## config.mk

```make
export PLATFORM = sky130hd
export DESIGN_NAME = text_frame_source
export DESIGN_NICKNAME = d
export VERILOG_FILES = /design/src/rtl/text_frame_source.sv
export SDC_FILE = /design/constraint.sdc
export NUM_CORES = 2
export LEC_CHECK = 0
export CAP_MARGIN = 20
export CORE_MARGIN = 2
export CORE_UTILIZATION = 30
export CTS_BUF_LIST = sky130_fd_sc_hd__clkbuf_8
export CTS_CLUSTER_DIAMETER = 100
export CTS_CLUSTER_SIZE = 12
export DETAILED_ROUTE_END_ITERATION = 7
export HOLD_SLACK_MARGIN = 0.06
export RECOVER_POWER = 50
export REMOVE_ABC_BUFFERS = 1
export SYNTH_ARGS = -nofsm -noshare
export SYNTH_HDL_FRONTEND = slang
export SYNTH_SLANG_ARGS = --single-unit
```

## constraint.sdc

```tcl
create_clock -name clk -period 2.9 [get_ports clk]
set_clock_uncertainty 0.1 [all_clocks]
set_input_delay 0.435 -clock clk [delete_from_list [all_inputs] [get_ports clk]]
set_output_delay 0.435 -clock clk [all_outputs]
set_load 0.01 [all_outputs]
```

## src/rtl/text_frame_source.sv

```systemverilog
// Text frame source: reads characters from an external ROM and packs FRAME_CHARS of them per frame.
// Optional per-frame XOR checksum is built only when TEXT_SRC_CHECKSUM_EN is defined.
module text_frame_source #(
    parameter int unsigned CHAR_W      = 8,
    parameter int unsigned FRAME_CHARS = 64,
    parameter int unsigned ADDR_W      = 8,
    parameter int unsigned START_ADDR  = 0,
    parameter int unsigned END_ADDR    = 255,
    parameter int unsigned ROM_LAT     = 1,
    parameter int unsigned PAD_CHAR    = 0
) (
    input  logic                                clk,
    input  logic                                reset,
    input  logic                                start,
    output logic [ADDR_W-1:0]                   rom_addr,
    input  logic [CHAR_W-1:0]                   rom_q,
    output logic [CHAR_W*FRAME_CHARS-1:0]       frame_data,
    output logic                                frame_valid,
    input  logic                                frame_ack,
    output logic [$clog2(FRAME_CHARS+1)-1:0]    frame_count,
    output logic                                frame_last,
    output logic [CHAR_W-1:0]                   frame_csum,
    output logic                                done
);

    localparam int unsigned SLOT_W  = $clog2(FRAME_CHARS);
    localparam int unsigned COUNT_W = $clog2(FRAME_CHARS + 1);
    localparam int unsigned LAT_W   = $clog2(ROM_LAT + 1);
    localparam int unsigned FRAME_W = CHAR_W * FRAME_CHARS;

    localparam logic [ADDR_W-1:0] FIRST_ADDR = ADDR_W'(START_ADDR);
    localparam logic [ADDR_W-1:0] FINAL_ADDR = ADDR_W'(END_ADDR);
    localparam logic [SLOT_W-1:0] FULL_SLOT  = SLOT_W'(FRAME_CHARS - 1);
    localparam logic [CHAR_W-1:0] PAD        = CHAR_W'(PAD_CHAR);

    typedef enum logic [2:0] {
        S_IDLE,
        S_ISSUE,
        S_WAIT,
        S_CAPTURE,
        S_PAD,
        S_PRESENT,
        S_OFFER,
        S_DONE
    } state_t;

    state_t                state_q, state_d;
    logic [ADDR_W-1:0]     addr_q, addr_d;
    logic [SLOT_W-1:0]     slot_q, slot_d;
    logic [LAT_W-1:0]      lat_q, lat_d;
    logic                  last_q, last_d;
    logic [CHAR_W-1:0]     chars_q [FRAME_CHARS];
    logic [CHAR_W-1:0]     chars_d [FRAME_CHARS];
    logic [ADDR_W-1:0]     rom_addr_d;
    logic [FRAME_W-1:0]    frame_data_d;
    logic                  frame_valid_d;
    logic [COUNT_W-1:0]    frame_count_d;
    logic                  frame_last_d;
    logic                  done_d;
    logic [FRAME_W-1:0]    packed_c;

    // char0 lands in the most significant slot of the frame word
    always_comb begin
        packed_c = '0;
        for (int unsigned i = 0; i < FRAME_CHARS; i++) begin
            packed_c[(FRAME_CHARS - 1 - i) * CHAR_W +: CHAR_W] = chars_q[SLOT_W'(i)];
        end
    end

    // Next-state and next-output logic
    always_comb begin
        state_d       = state_q;
        addr_d        = addr_q;
        slot_d        = slot_q;
        lat_d         = lat_q;
        last_d        = last_q;
        chars_d       = chars_q;
        rom_addr_d    = rom_addr;
        frame_data_d  = frame_data;
        frame_valid_d = frame_valid;
        frame_count_d = frame_count;
        frame_last_d  = frame_last;
        done_d        = done;

        case (state_q)
            S_IDLE, S_DONE: begin
                if (start) begin
                    state_d = S_ISSUE;
                    addr_d  = FIRST_ADDR;
                    slot_d  = '0;
                    last_d  = 1'b0;
                    done_d  = 1'b0;
                end
            end
            S_ISSUE: begin
                rom_addr_d = addr_q;
                lat_d      = LAT_W'(ROM_LAT);
                state_d    = S_WAIT;
            end
            S_WAIT: begin
                lat_d = lat_q - LAT_W'(1);
                if (lat_q == LAT_W'(1)) begin
                    state_d = S_CAPTURE;
                end
            end
            S_CAPTURE: begin
                chars_d[slot_q] = rom_q;
                if (addr_q == FINAL_ADDR) begin
                    last_d  = 1'b1;
                    state_d = (slot_q == FULL_SLOT) ? S_PRESENT : S_PAD;
                end else if (slot_q == FULL_SLOT) begin
                    addr_d  = addr_q + ADDR_W'(1);
                    state_d = S_PRESENT;
                end else begin
                    slot_d  = slot_q + SLOT_W'(1);
                    addr_d  = addr_q + ADDR_W'(1);
                    state_d = S_ISSUE;
                end
            end
            S_PAD: begin
                for (int unsigned i = 0; i < FRAME_CHARS; i++) begin
                    if (SLOT_W'(i) > slot_q) begin
                        chars_d[SLOT_W'(i)] = PAD;
                    end
                end
                state_d = S_PRESENT;
            end
            S_PRESENT: begin
                frame_data_d  = packed_c;
                frame_count_d = COUNT_W'(slot_q) + COUNT_W'(1);
                frame_last_d  = last_q;
                frame_valid_d = 1'b1;
                state_d       = S_OFFER;
            end
            S_OFFER: begin
                if (frame_ack) begin
                    frame_valid_d = 1'b0;
                    if (last_q) begin
                        done_d  = 1'b1;
                        state_d = S_DONE;
                    end else begin
                        slot_d  = '0;
                        state_d = S_ISSUE;
                    end
                end
            end
            default: begin
                state_d = S_IDLE;
            end
        endcase
    end

    // State and output registers
    always_ff @(posedge clk) begin
        if (reset) begin
            state_q     <= S_IDLE;
            addr_q      <= FIRST_ADDR;
            slot_q      <= '0;
            lat_q       <= '0;
            last_q      <= 1'b0;
            for (int unsigned i = 0; i < FRAME_CHARS; i++) begin
                chars_q[SLOT_W'(i)] <= '0;
            end
            rom_addr    <= FIRST_ADDR;
            frame_data  <= '0;
            frame_valid <= 1'b0;
            frame_count <= '0;
            frame_last  <= 1'b0;
            done        <= 1'b0;
        end else begin
            state_q     <= state_d;
            addr_q      <= addr_d;
            slot_q      <= slot_d;
            lat_q       <= lat_d;
            last_q      <= last_d;
            chars_q     <= chars_d;
            rom_addr    <= rom_addr_d;
            frame_data  <= frame_data_d;
            frame_valid <= frame_valid_d;
            frame_count <= frame_count_d;
            frame_last  <= frame_last_d;
            done        <= done_d;
        end
    end

`ifdef TEXT_SRC_CHECKSUM_EN
    logic [CHAR_W-1:0] csum_q;

    // Running XOR of real characters only; padding never passes through CAPTURE
    always_ff @(posedge clk) begin
        if (reset) begin
            csum_q     <= '0;
            frame_csum <= '0;
        end else begin
            case (state_q)
                S_IDLE, S_DONE: if (start) csum_q <= '0;
                S_CAPTURE:      csum_q <= csum_q ^ rom_q;
                S_PRESENT:      frame_csum <= csum_q;
                S_OFFER:        if (frame_ack) csum_q <= '0;
                default:        ;
            endcase
        end
    end
`else
    assign frame_csum = '0;
`endif

endmodule
```

==> flow_summary.yaml <==
yosys:
  netlist.area_leader.share_pct: 53.5
  synth_top_area_cell: "dfxtp_1"
  yosys.area_share.simple_pct: 24.1
  synthMuxAreaShare_pct: 1.57
  ys_types: 88
  synth_top_family_by_area: "simple AND/OR/NAND/NOR gates"
  synth-seq-cells: 1061
  yosys.area_share.xor_xnor_pct: 0.177
  synth_edf_count: 0
  yosysWarnings: 0
  synth_compound_area_share_pct: 15.8
  seq_area_frac_synth_pct: 53.5
  synthAdderAreaFrac_pct: 0.158
  synthTopCellsByArea: "dfxtp_1 (54%), nand2_1 (13%), a21oi_1 (12%)"
  avgSynthCellArea_um2: 8.10
  synthArstFlopShare_pct: 0
  synthFlopType: "dfxtp_1"
  syn-instance-count: 4900
  syn-cell-area_um2: 39700
sta:
  min_period_ps: 2800
  fin_crit_sh_pct: 96.5
  rsz0062_at_grt: "no"
  setup_viol: 0
  slew-limit-headroom_pct: 15.5
  max_clock_freq_ghz: 0.357
  slew_viol_final: 0
  tightest_slew_ps: 1270
  hold_viol: 0
layout:
  drive_gt1_share_pct: 6.90
  layout.nets: 5341
  synthToLayoutAreaGrowth_pct: 23.5
  utilization_pct: 37.3
setup_path:
  rrSetupSlack_ps: 100
  critPathKind: "flip-flop to flip-flop"
  cp-end-kind: "flip-flop"
  startpoint_type: "flip-flop"
  cpPeakStageDelay_ps: 1020
  cp_slowest_cell: "a22oi_1"
  worstPathCellList: "nand2b_1, nor2_1, a22oi_1, nand2_1, a21oi_1"
  worstPathArrival_ps: 3460
  required_ps: 3560
  cp_max_fo: 11
hold_path:
  holdCritPathClass: "input pin to flip-flop"
cts:
  ctsRootBufferMaster: "clkbuf_8"
  insertion_delay_ps: 870
  cts_tree: "yes"
  cts.path.max_buffers: 3
  clk_pin_slew_ps: 110
  clock_sinks: 1061
  cts_setup_buffers: 0
  htree_levels: 3
  cts_made_buffers: 100
grt:
  grt_pass1_wl_mm: 217
  grt_start_max_net_pins: 143
  grt_pass1_vias: 33700
  grt_overflow: 0
  grtUsageTotal_pct: 20.9
  antenna_found_initial: 5
power:
  power_w: 0.0241
  leakagePower_nw: 16.9
  vdd_drop_max_v: 0.000321
  pwr_density_cell_nw_per_um2: 491
placement:
  port_buffers: 541
  dp_hpwl_mm: 101
  gp_congestion: 0.836
floorplanning:
  chipHeight_um: 368
  die-area_um2: 135000
  die_x_um: 368
  initial_core_util_pct: 30.2
  core_area_um2: 131000
  row_count: 133
  num_io_pins: 550
route:
  first_iter_violations: 3102
  drc: 0
  drt-total-wl_mm: 148
  viasPerCell: 5.07
  wl_per_cell_um: 20.8
  vias: 36000
  postRouteAntennaNets: 0
  dr.pass1.iters: 7
flow_run:
  drv_cap: 0
outcome:
  status: "finished, final reports clean"
[area by class of cell]
type / instances / area [um2]
well taps: 1755 / 2200
repair buffers: 742 / 7320
multi-input cells: 3411 / 16700
fillers: 13600 / 82500
inverters: 8 / 30.0
flip-flops and latches: 1061 / 21300
clock buffers: 103 / 1420
diodes: 4 / 10.0
clock inverters: 11 / 103
[critical path, delay by kind of cell, from the launching register on]
kind / cells / cell delay, ps
simple gates: 3 / 840
compound gates: 2 / 1190
flops: 1 / 560
[placed cells by master (no fill, tap or decap), drive strengths merged, types with 7 or more instances in the layout]
cell type,instances
a211oi,11
a21oi,916
a22o,18
a22oi,74
a311oi,8
a32oi,13
and2,21
buf,190
clkbuf,114
clkdlybuf4s50,100
conb,8
dfxtp,1061
dlygate4sd3,441
inv,17
mux2i,61
nand2,1358
nand2b,26
nand3,61
nand4,204
nor2,318
nor2b,11
nor3,113
nor4,13
o21ai,36
o22ai,7
o2bb2ai,10
or3,32
xnor2,7
[metrics by stage]
step	worst slack [ps]	TNS (ps)	std cells	hold slack (ps)	cell area, um2
6_report	100	0	7095	229	49000
4_1_cts	117	0	7091	152	49000
2_1_floorplan	-7460	-5701040	4480	325	37900
3_5_place_dp	152	0	6968	343	47400
5_1_grt	9.40	0	7094	216	49000
3_3_place_gp	233	0	6966	334	47400
[power breakdown]
group	internal, W	total (W)	switching, W
clock network	0.00329	0.00846	0.00516
logic	0.000227	0.00100	0.000776
registers	0.0146	0.0146	0.0000274
[cell families (layout without fill, tap and decap cells)]
family,after synthesis,in the layout
fa+ha+maj,5,5
mux,62,62
buf+inv,435,864
compound gates,1132,1132
xor+xnor,8,8
other cells,1,12
flops,1061,1061
simple gates,2196,2196
[flip-flops by register name (all words and copies together), names as in the netlist]
| name | cells |
|---|---|
| addr_q | 8 |
| chars_q | 512 |
| done | 1 |
| frame_count | 7 |
| frame_data | 512 |
| frame_last | 1 |
| frame_valid | 1 |
| last_q | 1 |
| lat_q | 1 |
| rom_addr | 8 |
| slot_q | 6 |
| state_q | 3 |
[cells in the mapped netlist (4+ instances only)]
cell type,number
nand3_1,60
nand4b_1,4
mux2i_1,61
buf_2,94
nor2b_1,11
nor4_1,12
a31oi_1,5
buf_4,14
nand4_1,204
a211oi_1,11
dfxtp_1,1061
o22ai_1,4
ha_1,5
a21o_1,4
and2_1,13
a22oi_1,74
a21boi_1,4
nor2_1,311
a22o_1,18
a21oi_1,914
o31ai_1,4
buf_6,6
nor3_1,100
clkbuf_1,271
a311oi_1,8
nor2_2,6
a32oi_1,12
nand2b_1,26
buf_1,42
nand2_1,1357
o2bb2ai_1,8
nor3_2,12
inv_1,7
and3_1,4
or3_1,32
o21ai_0,32
xnor2_1,7
and2_0,8
[worst paths after layout]
check | from | endpoint | depth (start not counted)
max | slot_q[0]$_SDFFE_PP0P_ | chars_q[136]$_SDFFE_PP0P_ | 5
min reg2reg | chars_q[102]$_SDFFE_PP0P_ | frame_data[102]$_SDFFE_PP0P_ | 2
min | frame_ack | done$_SDFFE_PP0P_ | 4
max reg2reg | slot_q[0]$_SDFFE_PP0P_ | chars_q[136]$_SDFFE_PP0P_ | 5
[timing repair]
action	CTS	global route
resized for setup	0	3
hold buffers	9	0
setup endpoints to repair	0	12
hold endpoints to repair	75	0
[layer usage]
metal  routed length [um]  up-vias  global-route usage [%]  part of all wire [%]
li1                     -    17300                       -                     -
met1                63600    17300                    27.2                    43
met2                67900     1147                    33.4                    46
met3                11400      217                    5.51                   7.7
met4                 4710        2                    7.02                   3.2
met5                   11        -                       0                0.0075
No activity file was read; power rests on OpenSTA's default activity.
